==> src/rtl/calculator_pkg.sv <==
// calculator_pkg: shared widths and the writeback FSM state encoding
package calculator_pkg;
  localparam int DATA_W        = 32;
  localparam int MEM_WORD_SIZE = 64;
  localparam int ADDR_W        = 10;
  typedef enum logic [2:0] {
    WB_IDLE,
    WB_LOW,
    WB_HIGH,
    WB_CAPTURE,
    WB_WRITE,
    WB_DONE
  } wb_state_e;
endpackage

==> src/rtl/result_writeback.sv <==
// result_writeback: pairs ALU halves into the result buffer and writes each 64-bit word to memory; RESULT_WB_STALL_CNT_EN adds a write-stall counter
module result_writeback
  import calculator_pkg::*;
#(
  parameter int CNT_W = 10
) (
  input  logic                     clk_i,
  input  logic                     rst_ni,
  input  logic                     start_i,
  input  logic [ADDR_W-1:0]        base_addr_i,
  input  logic [CNT_W-1:0]         word_count_i,
  input  logic                     result_valid_i,
  output logic                     result_ready_o,
  output logic                     loc_sel_o,
  input  logic [MEM_WORD_SIZE-1:0] buffer_i,
  output logic                     mem_we_o,
  input  logic                     mem_ready_i,
  output logic [ADDR_W-1:0]        mem_addr_o,
  output logic [MEM_WORD_SIZE-1:0] mem_wdata_o,
  output logic                     busy_o,
  output logic                     done_o
`ifdef RESULT_WB_STALL_CNT_EN
  , output logic [31:0]            stall_cycles_o
`endif
);
  wb_state_e                state_q;
  logic [ADDR_W-1:0]        addr_q;
  logic [CNT_W-1:0]         cnt_q;
  logic [MEM_WORD_SIZE-1:0] wdata_q;
  // Job sequencer: fill low then high half, snapshot the word, hold the write until memory accepts
  always_ff @(posedge clk_i) begin
    if (!rst_ni) begin
      state_q <= WB_IDLE;
      addr_q  <= '0;
      cnt_q   <= '0;
      wdata_q <= '0;
    end else begin
      case (state_q)
        WB_IDLE:
          if (start_i) begin
            if (word_count_i == '0) state_q <= WB_DONE;
            else begin
              addr_q  <= base_addr_i;
              cnt_q   <= word_count_i;
              state_q <= WB_LOW;
            end
          end
        WB_LOW:  if (result_valid_i) state_q <= WB_HIGH;
        WB_HIGH: if (result_valid_i) state_q <= WB_CAPTURE;
        WB_CAPTURE: begin
          wdata_q <= buffer_i;
          state_q <= WB_WRITE;
        end
        WB_WRITE:
          if (mem_ready_i) begin
            addr_q  <= addr_q + ADDR_W'(1);
            cnt_q   <= cnt_q - CNT_W'(1);
            state_q <= (cnt_q == CNT_W'(1)) ? WB_DONE : WB_LOW;
          end
        WB_DONE: state_q <= WB_IDLE;
        default: state_q <= WB_IDLE;
      endcase
    end
  end
  assign result_ready_o = (state_q == WB_LOW) || (state_q == WB_HIGH);
  assign loc_sel_o      = (state_q == WB_HIGH) || (state_q == WB_CAPTURE) || (state_q == WB_WRITE);
  assign mem_we_o       = state_q == WB_WRITE;
  assign mem_addr_o     = addr_q;
  assign mem_wdata_o    = wdata_q;
  assign busy_o         = state_q != WB_IDLE;
  assign done_o         = state_q == WB_DONE;
`ifdef RESULT_WB_STALL_CNT_EN
  logic [31:0] stall_q;
  // Saturating count of WRITE cycles the memory did not accept, restarted by each accepted job
  always_ff @(posedge clk_i) begin
    if (!rst_ni || (state_q == WB_IDLE && start_i)) stall_q <= '0;
    else if (state_q == WB_WRITE && !mem_ready_i && stall_q != '1) stall_q <= stall_q + 32'd1;
  end
  assign stall_cycles_o = stall_q;
`endif
endmodule
==> config.mk <==
export PLATFORM = sky130hd
export DESIGN_NAME = result_writeback
export DESIGN_NICKNAME = d
export VERILOG_FILES = /design/src/rtl/calculator_pkg.sv /design/src/rtl/result_writeback.sv
export SDC_FILE = /design/constraint.sdc
export NUM_CORES = 1
export LEC_CHECK = 0
export BUFFER_PORTS_ARGS = -buffer_cell sky130_fd_sc_hd__buf_2
export CAP_MARGIN = 20
export CELL_PAD_IN_SITES_DETAIL_PLACEMENT = 1
export CELL_PAD_IN_SITES_GLOBAL_PLACEMENT = 1
export CORE_MARGIN = 2
export CORE_UTILIZATION = 29
export CTS_CLUSTER_DIAMETER = 30
export DETAILED_ROUTE_END_ITERATION = 10
export PLACE_DENSITY_LB_ADDON = 0.1
export SLEW_MARGIN = 20
export SYNTH_ARGS = -nofsm -noshare
export SYNTH_HDL_FRONTEND = slang
export SYNTH_SLANG_ARGS = --single-unit
==> constraint.sdc <==
create_clock -name clk_i -period 1.94 [get_ports clk_i]
set_clock_uncertainty 0.15 [all_clocks]
set_input_delay 0.388 -clock clk_i [delete_from_list [all_inputs] [get_ports clk_i]]
set_output_delay 0.388 -clock clk_i [all_outputs]
set_load 0.03 [all_outputs]
==> results.md, run 1 <==
* CTS buffer count at 9
* N_diodes at 0
* Max VDD drop at between 0.4 and 0.5 mV
* RSZ-0062 raised after global routing: yes
* Design Area, Final at ~0.0054 sq mm
* Worst min path class: primary input to flip-flop
* Syn_nets at 569
* RD Place Congestion at around 0.82
* CP endpoint: mem_we_o
* Die Span X at approximately 120 um
* Worst-path clk slew at about 70 ps
* CTS Hold Buffers Added at 0
* Worst Max-Slew Pin Slew at 479 ps
* 1st-iter DRT viols at 182
* Placed Area at 0.00485 sq mm
* DRT Pass-1 Iters at 4
* Die height at ~120 um
* Max capacitance violation total at 0
* Yosys reg bits at 87
* Sequential-to-total area share from yosys stat at between 40% and 50%
* CTS H-Tree Depth at 3
* Worst R2R End: mem_addr_o[5]$_SDFFE_PN0P_
* Starting density of the core at a little under 30%
* Total number of vias at a little over 4000
* Worst Setup Path Type: flip-flop to primary output
* Final Power at between 4 and 5 mW
* Hold_ws at between 100 and 150 ps
* Post-synth EDFFs at 0
* Mean Syn Cell Area at 7.79 sq um
* Setup tns final at -102 ps
* Setup WS post-layout at -42.1 ps
* # rows at 41
* Routed len/inst at 15.1 um
* Dominant synthesized flop cell: dfxtp_1
* First-pass GRT wire length at approximately 19000 um
* Synth Instances at around 480
* Syn. warnings at 0
* Fillcell total at 1578
* Switching fraction of total power at between 20% and 30%
* Clk pwr share at 41.6%
* Initial antenna violation count at 1
* Worst reg-to-reg path cell count at 5
* Asr flop ratio synth at 0%
* Sequential power share at between 40 and 50%
* Synth cell types at between 50 and 60
* Root Buffer: clkbuf_16
* Critical Path RT at 1400 ps
* Core area at 0.0126 sq mm
* Syn Std Cell Area at ~0.0037 sq mm
* Vias in the first global route at 3913
* Fmax achieved at between 500 and 600 MHz
* LEAKAGE at about 2.3 nW
* Clock latency on the worst-skew pair at 340 ps
* Post-layout min period at 1980 ps
* CP endpoint kind: primary output
* Routed WL at around 12000 um
* CP max FO at 10
* Hold Vio Cnt, Final at 0
* Slew HR at around two thirds
* Clk sinks at 87
* Final setup viols at 3
* Number of port buffers at about 170
* Critical Path Start: state_q[0]$_SDFFE_PN0P_
* Pint at about 3.1 mW
* Area grow syn2layout at 44.5%
* Worst reg2reg setup slack at -40 ps
* Logic pwr share at about 14%
* Worst Setup Start Kind: flip-flop
* Die area at 0.0137 sq mm
* Post-route ant nets at 0
* TritonCTS clock tree: built
* Nets at 737
* Arrival time of the worst setup path at around 1400 ps
* Outcome: finished with violations
* Final period util at 102%
* R2R Path Start: state_q[0]$_SDFFE_PN0P_
* CTS Buffer Depth at 2
* # DRC at 0
* Failing checks: setup timing
* Pwr/cell area at ~800 mW/mm^2
* DR vias/cell at ~4.9
* Hpwl dp at ~8600 um
* Gr usage total at between 10% and 20%
* Io pins at about 170
* Maximum number of pins on one net before global-route repair at 65
* Layout cells sized above 1 at 36.2%
* Max-slew violation count at 0
* Sw Pwr at roughly 1.2 mW
* GRT Residual Overflow at 0
==> cells in the final DEF (no fill, tap or decap), types with 3 or more instances in the layout <==
master,n
inv_1,7
o221a_2,3
o31ai_1,11
nand3_1,3
a31oi_1,4
clkbuf_16,10
a21oi_1,77
buf_12,5
nand2_1,144
buf_6,5
buf_8,3
nor3_1,10
dfxtp_1,86
o31a_1,3
and4_1,3
and3_1,3
buf_4,17
a211oi_1,4
clkinv_2,3
buf_2,163
o311ai_1,9
nor2_1,18
ha_1,3
==> stage by stage <==
stage | instances | utilization, % | worst slack (ps)
after detailed placement | 800 | 38.6 | -57.4
after CTS | 821 | 41.9 | -69.3
after global placement | 800 | 38.6 | -77.4
final | 822 | 42.7 | -42.1
after global routing | 822 | 42.7 | -115
after floorplan | 477 | - | 19.4
==> logic make-up (layout without fill, tap and decap cells) <==
logic type                 count (synthesis)  count (layout)  synth area share (%)
and+or+nand+nor                          201             201                  23.0
AOI/OAI and AO/OA                        136             136                  23.2
DFF                                       87              87                  46.9
buffers and inverters                     48             221                  5.32
adders and majority gates                  3               3                  1.01
muxes                                      2               2                 0.572
==> area by class of cell <==
cell class                      instances  area, sq um  share of cell area [%]
Clock buffer                           10          239                    4.45
Clock inverter                          6         67.6                    1.26
Inverter                                9         35.0                   0.652
Multi-Input combinational cell        342         1860                    34.6
Sequential cell                        87         1740                    32.5
Tap cell                              172          215                    4.01
Timing Repair Buffer                  196         1210                    22.5
==> cell usage after synthesis (4+ instances only) <==
cell type	number	area, sq um
nand2_1	144	541
dfxtp_1	87	1740
a21oi_1	78	390
clkbuf_1	28	105
nor3_1	10	50.1
nor2_1	19	71.3
o311ai_0	9	78.8
inv_1	7	26.3
a211oi_1	4	30.0
o31ai_1	11	82.6
a31oi_1	4	25.0
and3_1	4	25.0
buf_1	7	26.3
==> state kept, by name (all words and copies together), names as in the netlist <==
| name | cells |
|---|---|
| cnt_q | 10 |
| state_q | 3 |
| mem_wdata_o | 64 |
| mem_addr_o | 10 |
==> critical path: stages (launching register included) <==
cell,delay [ps]
dfxtp_1,310
or3b_4,440
clkinv_2,90
buf_8,130
buf_6,130
==> layer usage <==
metal	global-route usage [%]	part of all wire, %	up-vias
met1	23.7	44	1905
met2	27.5	47	106
met5	0	0.10	-
met4	5.33	1.5	2
met3	7.00	7.1	18
li1	-	-	1992
==> power groups by stage <==
stage,Sequential (mW),Combinational [mW],Clock (mW)
2_1_floorplan,2.00,0.251,0
5_1_grt,1.91,0.669,1.94
6_report,1.90,0.613,1.79
4_1_cts,1.90,0.594,1.87
3_5_place_dp,1.94,0.576,0
3_3_place_gp,1.93,0.569,0
==> repair_timing <==
action,4_1_cts,5_1_grt
resized for setup,15,28
setup buffers,4,0
gates cloned,1,1
setup endpoints to repair,7,20
pin swaps,1,1
==> worst min-delay path by stage <==
stage	start	end	slack (ps)	cells past startpoint
2_1_floorplan	cnt_q[8]$_SDFFE_PN0P_	cnt_q[8]$_SDFFE_PN0P_	320	2
3_3_place_gp	mem_wdata_o[15]$_SDFFE_PN0P_	mem_wdata_o[15]$_SDFFE_PN0P_	290	2
3_5_place_dp	mem_wdata_o[30]$_SDFFE_PN0P_	mem_wdata_o[30]$_SDFFE_PN0P_	290	2
4_1_cts	buffer_i[2]	mem_wdata_o[2]$_SDFFE_PN0P_	100	3
5_1_grt	buffer_i[6]	mem_wdata_o[6]$_SDFFE_PN0P_	110	3
6_report	buffer_i[11]	mem_wdata_o[11]$_SDFFE_PN0P_	120	3
Power figures use the tool's default switching activity.
==> run 2: changes to the inputs <==
--- a/config.mk
+++ b/config.mk
@@ -7,13 +7,11 @@
 export LEC_CHECK = 0
 export BUFFER_PORTS_ARGS = -buffer_cell sky130_fd_sc_hd__buf_2
 export CAP_MARGIN = 20
-export CELL_PAD_IN_SITES_DETAIL_PLACEMENT = 1
-export CELL_PAD_IN_SITES_GLOBAL_PLACEMENT = 1
 export CORE_MARGIN = 2
-export CORE_UTILIZATION = 29
+export CORE_UTILIZATION = 40
 export CTS_CLUSTER_DIAMETER = 30
 export DETAILED_ROUTE_END_ITERATION = 10
-export PLACE_DENSITY_LB_ADDON = 0.1
+export PLACE_DENSITY = 0.74
 export SLEW_MARGIN = 20
 export SYNTH_ARGS = -nofsm -noshare
 export SYNTH_HDL_FRONTEND = slang
==> run 2 against run 1 <==
Compared with the run above:
- the flow still finishes with violations (setup timing)
- worst setup slack worse by 9.7 ps
- maximum frequency down 0.49%
- clock power down 25%
- cell area down 4.6%
- utilization up 14 points
- flip-flop and latch count unchanged
==> results.md, run 2 (same netlist as run 1, synthesis figures left out) <==
* Final Power at approximately 3.8 mW
* Switching fraction of total power at between 20% and 30%
* Total number of vias at 3986
* Worst reg2reg setup slack at ~50 ps
* Hold Vio Cnt, Final at 0
* Fmax achieved at between 500 and 600 MHz
* Worst reg-to-reg path cell count at 6
* Sequential power share at roughly 50%
* CTS H-Tree Depth at 3
* Maximum number of pins on one net before global-route repair at 65
* Clk sinks at 87
* CTS Hold Buffers Added at 0
* DRT Pass-1 Iters at 4
* First-pass GRT wire length at ~18000 um
* Min-Delay Path Depth at 3
* Max-slew violation count at 0
* N_diodes at 0
* Placed Area at around 0.0048 sq mm
* Max VDD drop at around 0.43 mV
* Nets at ~740
* GRT Residual Overflow at 0
* Pint at about 2.7 mW
* Critical Path RT at 1400 ps
* Root Buffer: clkbuf_8
* Logic pwr share at 15.5%
* Routed len/inst at 14.5 um
* Clk pwr share at a little over a third
* Area grow syn2layout at 37.9%
* Worst min path class: primary input to flip-flop
* Final setup viols at 2
* CTS Buffer Depth at 2
* Gr usage total at a little over a fifth
* Worst-path clk slew at roughly 100 ps
* CP max FO at 5
* Largest register FFs at 64
* Design Area, Final at just over 0.005 sq mm
* Commonest non-fill, non-tap cell in the layout: buf_2
* Hold Startpoint: buffer_i[6]
* Core area at between 0.009 and 0.01 sq mm
* Setup tns final at -82.6 ps
* Layout cells sized above 1 at a little over a third
* Failing checks: setup timing
* DR vias/cell at between 5 and 6
* Die Span X at roughly 100 um
* Clock latency on the worst-skew pair at 350 ps
* Max capacitance violation total at 0
* Number of port buffers at between 150 and 200
* Die area at about 0.010 sq mm
* TritonCTS clock tree: built
* Placed Instances at about 740
* Outcome: finished with violations
* Arrival time of the worst setup path at roughly 1500 ps
* CP endpoint kind: primary output
* Routed WL at around 11000 um
* Sw Pwr at 1.11 mW
* Post-route ant nets at 0
* Die height at between 100 and 150 um
* WHS Endpoint: mem_wdata_o[6]$_SDFFE_PN0P_
* Commonest cells after routing, fill and taps aside: 162 x buf_2, 144 x nand2_1, 85 x dfxtp_1, 78 x a21oi_1, 23 x buf_4
* 1st-iter DRT viols at approximately 230
* Critical Path Start: state_q[2]$_SDFFE_PN0P_
* Setup WS post-layout at -51.8 ps
* Starting density of the core at between 40% and 50%
* Io pins at 168
* # DRC at 0
* Pwr/cell area at between 700 and 800 mW/mm^2
* Worst Max-Slew Pin Slew at 476 ps
* CTS buffer count at 9
* Hpwl dp at 7700 um
* RD Place Congestion at between 0.9 and 1
* Final period util at 103%
* Vias in the first global route at approximately 3800
* R2R Path Start: state_q[2]$_SDFFE_PN0P_
* Worst Setup Start Kind: flip-flop
* Worst R2R End: mem_addr_o[8]$_SDFFE_PN0P_
* RSZ-0062 raised after global routing: yes
* Initial antenna violation count at 0
* Slew HR at approximately 68%
* # rows at 35
* Layout Cells excl Fill at 762
* Worst Setup Path Type: flip-flop to primary output
* Post-layout min period at approximately 2000 ps
* LEAKAGE at 2.27 nW
## run 2: area by class of cell
type	count	area, sq um
Clock buffer	9	124
Sequential cell	87	1740
Inverter	9	35.0
Clock inverter	7	83.8
Multi-Input combinational cell	342	1830
Tap cell	111	139
Timing Repair Buffer	197	1170
Fill cell	874	3990
## run 2: routing by layer
layer  wire [um]  GRT usage (%)
met1        4780           27.9
met2        5470           35.4
met3         630           4.74
met4         130           7.17
met5           0              0
## run 2: how the worst max path moves through the flow
stage,endpoint,cells past startpoint
after floorplan,loc_sel_o,5
after global placement,mem_addr_o[8]$_SDFFE_PN0P_,6
after detailed placement,mem_addr_o[0]$_SDFFE_PN0P_,6
after CTS,loc_sel_o,4
after global routing,loc_sel_o,4
final,loc_sel_o,4
## run 2: power groups by stage
| stage | sequential, mW | clock [mW] | combinational (mW) |
|---|---|---|---|
| 3_3_place_gp | 1.93 | 0 | 0.554 |
| 4_1_cts | 1.90 | 1.38 | 0.578 |
| 6_report | 1.90 | 1.34 | 0.594 |
| 2_1_floorplan | 2.00 | 0 | 0.251 |
| 3_5_place_dp | 1.94 | 0 | 0.564 |
| 5_1_grt | 1.91 | 1.46 | 0.643 |
## run 2: what timing repair did
item	4_1_cts	5_1_grt
cloned	1	0
setup buffers	3	0
gates resized for setup	15	18
endpoints found under the setup margin	4	19
pin swaps	1	2
## run 2: worst max-delay path, stage by stage (launching register included)
cell and delay, ps:
dfxtp_2 350, or3b_4 430, buf_12 150, o21ai_4 50, buf_6 140
## run 2: stage by stage
stage                     util [%]  hold slack [ps]  setup slack [ps]
after floorplan                  -              321              19.4
after global placement        52.5              289              51.5
after detailed placement      52.5              293              23.1
after CTS                     55.8             94.8             -69.0
after global routing          56.3             94.6              -111
final                         56.3              116             -51.8
==> run 3: changes to the inputs <==
--- a/config.mk
+++ b/config.mk
@@ -11,7 +11,7 @@
 export CORE_UTILIZATION = 40
 export CTS_CLUSTER_DIAMETER = 30
 export DETAILED_ROUTE_END_ITERATION = 10
-export PLACE_DENSITY = 0.74
+export PLACE_DENSITY = 0.71
 export SLEW_MARGIN = 20
 export SYNTH_ARGS = -nofsm -noshare
 export SYNTH_HDL_FRONTEND = slang
==> constraint.sdc (replaced) <==
create_clock -name clk_i -period 2 [get_ports clk_i]
set_clock_uncertainty 0.15 [all_clocks]
set_input_delay 0.4 -clock clk_i [delete_from_list [all_inputs] [get_ports clk_i]]
set_output_delay 0.4 -clock clk_i [all_outputs]
set_load 0.03 [all_outputs]
==> run 3 against run 2 <==
Compared with the run above:
- the run still ends with setup timing left
- global-route usage shrank 0.59 points
- worst setup slack gained 43 ps
- flip-flop and latch count unchanged
- sequential share of layout area is 0.57 points higher
- combinational power shrank 5.7%
- largest power group unchanged
==> results.md, run 3 (same netlist as run 1, synthesis figures left out) <==
* Final Power at 3.54 mW
* Maximum number of pins on one net before global-route repair at 65
* # rows at 35
* Met2 routed WL at around 5300 um
* Io pins at approximately 170
* Initial antenna violation count at 0
* Post-route ant nets at 0
* Root Buffer: clkbuf_8
* Commonest cells after routing, fill and taps aside: 162 x buf_2, 144 x nand2_1, 84 x dfxtp_1, 77 x a21oi_1
* Worst reg2reg setup slack at -9 ps
* Commonest non-fill, non-tap cell in the layout: buf_2
* Pwr/cell area at about 700 mW/mm^2
* Final period util at 100%
* M1 wire length at 4510 um
* Vias in the first global route at about 3700
* Max capacitance violation total at 0
* Top Metal Used: met4
* CTS Hold Buffers Added at 0
* Outcome: finished with violations
* First-pass GRT wire length at between 15000 and 20000 um
* TritonCTS clock tree: built
* LEAKAGE at 2.21 nW
* GRT Residual Overflow at 0
* Max VDD drop at roughly 0.4 mV
* Hpwl dp at approximately 7400 um
* Worst R2R End: mem_addr_o[5]$_SDFFE_PN0P_
* Critical Path RT at around 2100 ps
* Worst Max-Slew Pin Slew at around 480 ps
* R2R Path Start: state_q[0]$_SDFFE_PN0P_
* Core Util, Final at 55.4%
* # DRC at 0
* Starting density of the core at between 40% and 50%
* CTS Buffer Depth at 2
* Post-layout min period at 2010 ps
* Logic pwr share at roughly 16%
* Fmax achieved at ~500 MHz
* Number of port buffers at between 150 and 200
* Layout cells sized above 1 at roughly a third
* Worst min path class: primary input to flip-flop
* Gr usage total at a little over a fifth
* Critical Path Start: state_q[0]$_SDFFE_PN0P_
* CTS H-Tree Depth at 3
* Arrival time of the worst setup path at around 2200 ps
* N_diodes at 0
* Clk pwr share at roughly 32%
* Fillcell total at 897
* Hold Vio Cnt, Final at 0
* Max-slew violation count at 0
* Die area at 0.0101 sq mm
* 1st-iter DRT viols at ~180
* CP max FO at 4
* Nets at about 730
* RD Place Congestion at about 0.8
* Setup WS post-layout at -9.25 ps
* Worst Setup Start Kind: flip-flop
* Slew HR at roughly two thirds
* Area grow syn2layout at 35.7%
* CTS buffer count at 9
* Routed len/inst at roughly 14 um
* DRT Pass-1 Iters at 5
* Sw Pwr at about 1.0 mW
* Worst Setup Path Type: flip-flop to flip-flop
* CP endpoint kind: flip-flop
* Failing checks: setup timing
* Die height at around 100 um
* Clock latency on the worst-skew pair at between 300 and 400 ps
* Total number of vias at ~4000
* Core area at between 0.009 and 0.01 sq mm
* Largest register FFs at 64
* CP endpoint: mem_addr_o[5]$_SDFFE_PN0P_
* Final setup viols at 2
* Pint at between 2 and 2.5 mW
* Worst-path clk slew at ~90 ps
* Sequential power share at between 50% and 60%
* DR vias/cell at 5.28
* Switching fraction of total power at ~30%
* Routed WL at ~11000 um
* Clk sinks at 87
* Die Span X at approximately 100 um
* Met3 routed wirelength at just under 700 um
* RSZ-0062 raised after global routing: yes
* Worst reg-to-reg path cell count at 5
run 3: cell count changes in the layout (fill, tap and decap cells not counted), sizes merged:
cell / before / now
bufinv: 1 / 0
clkinv: 1 / 3
clkbuf: 10 / 12
clkinvlp: 1 / 2
inv: 13 / 10
buf: 195 / 187
run 3: critical path: stages, from the launching register on:
cell	delay (ps)
dfxtp_2	330
or3b_4	440
buf_6	140
or4_4	460
a211o_1	310
a21oi_2	120
run 3: layout make-up:
class	instances	area (sq um)	area share [%]
clock inverter	6	52.6	1.04
timing repair buffer	190	1120	22.1
inverter	9	38.8	0.769
clock buffer	10	128	2.53
multi-input combinational	342	1820	36.2
sequential	87	1750	34.6
tap	111	139	2.75
run 3: metrics by stage:
stage | setup WS [ps] | cells | hold WS, ps | setup TNS [ps] | instance area (sq um)
5_1_grt | -73.5 | 755 | 102 | -178 | 5040
3_5_place_dp | -2.92 | 735 | 293 | -3.18 | 4730
2_1_floorplan | 67.4 | 477 | 321 | 0 | 3720
4_1_cts | -23.1 | 755 | 103 | -31.3 | 4990
3_3_place_gp | 46.8 | 735 | 289 | 0 | 4730
6_report | -9.25 | 755 | 122 | -16.2 | 5040
run 3: routing by layer:
metal  up-vias  GRT usage [%]
met1      1834           25.7
met5         -              0
met4         0           8.54
met3        19           5.43
met2       152           34.8
li1       1980              -
run 3: power by group through the flow:
stage          clock network, mW  registers (mW)  logic (mW)
3_5_place_dp                   0            1.88       0.536
4_1_cts                     1.17            1.84       0.543
5_1_grt                     1.25            1.85       0.611
6_report                    1.13            1.84       0.560
2_1_floorplan                  0            1.94       0.244
3_3_place_gp                   0            1.88       0.528
run 3: worst min path at each step:
stage / from / to / slack, ps / depth (start not counted)
6_report: buffer_i[47] / mem_wdata_o[47]$_SDFFE_PN0P_ / 120 / 3
4_1_cts: buffer_i[47] / mem_wdata_o[47]$_SDFFE_PN0P_ / 100 / 3
3_5_place_dp: mem_wdata_o[63]$_SDFFE_PN0P_ / mem_wdata_o[63]$_SDFFE_PN0P_ / 290 / 2
3_3_place_gp: mem_wdata_o[9]$_SDFFE_PN0P_ / mem_wdata_o[9]$_SDFFE_PN0P_ / 290 / 2
5_1_grt: buffer_i[22] / mem_wdata_o[22]$_SDFFE_PN0P_ / 100 / 3
2_1_floorplan: cnt_q[8]$_SDFFE_PN0P_ / cnt_q[8]$_SDFFE_PN0P_ / 320 / 2
run 3: repair_timing:
item                                    4_1_cts  5_1_grt
pin swaps                                     2        4
gates resized for setup                       9       18
endpoints found under the setup margin        2       17
setup buffers                                 3        0
gates cloned                                  1        0
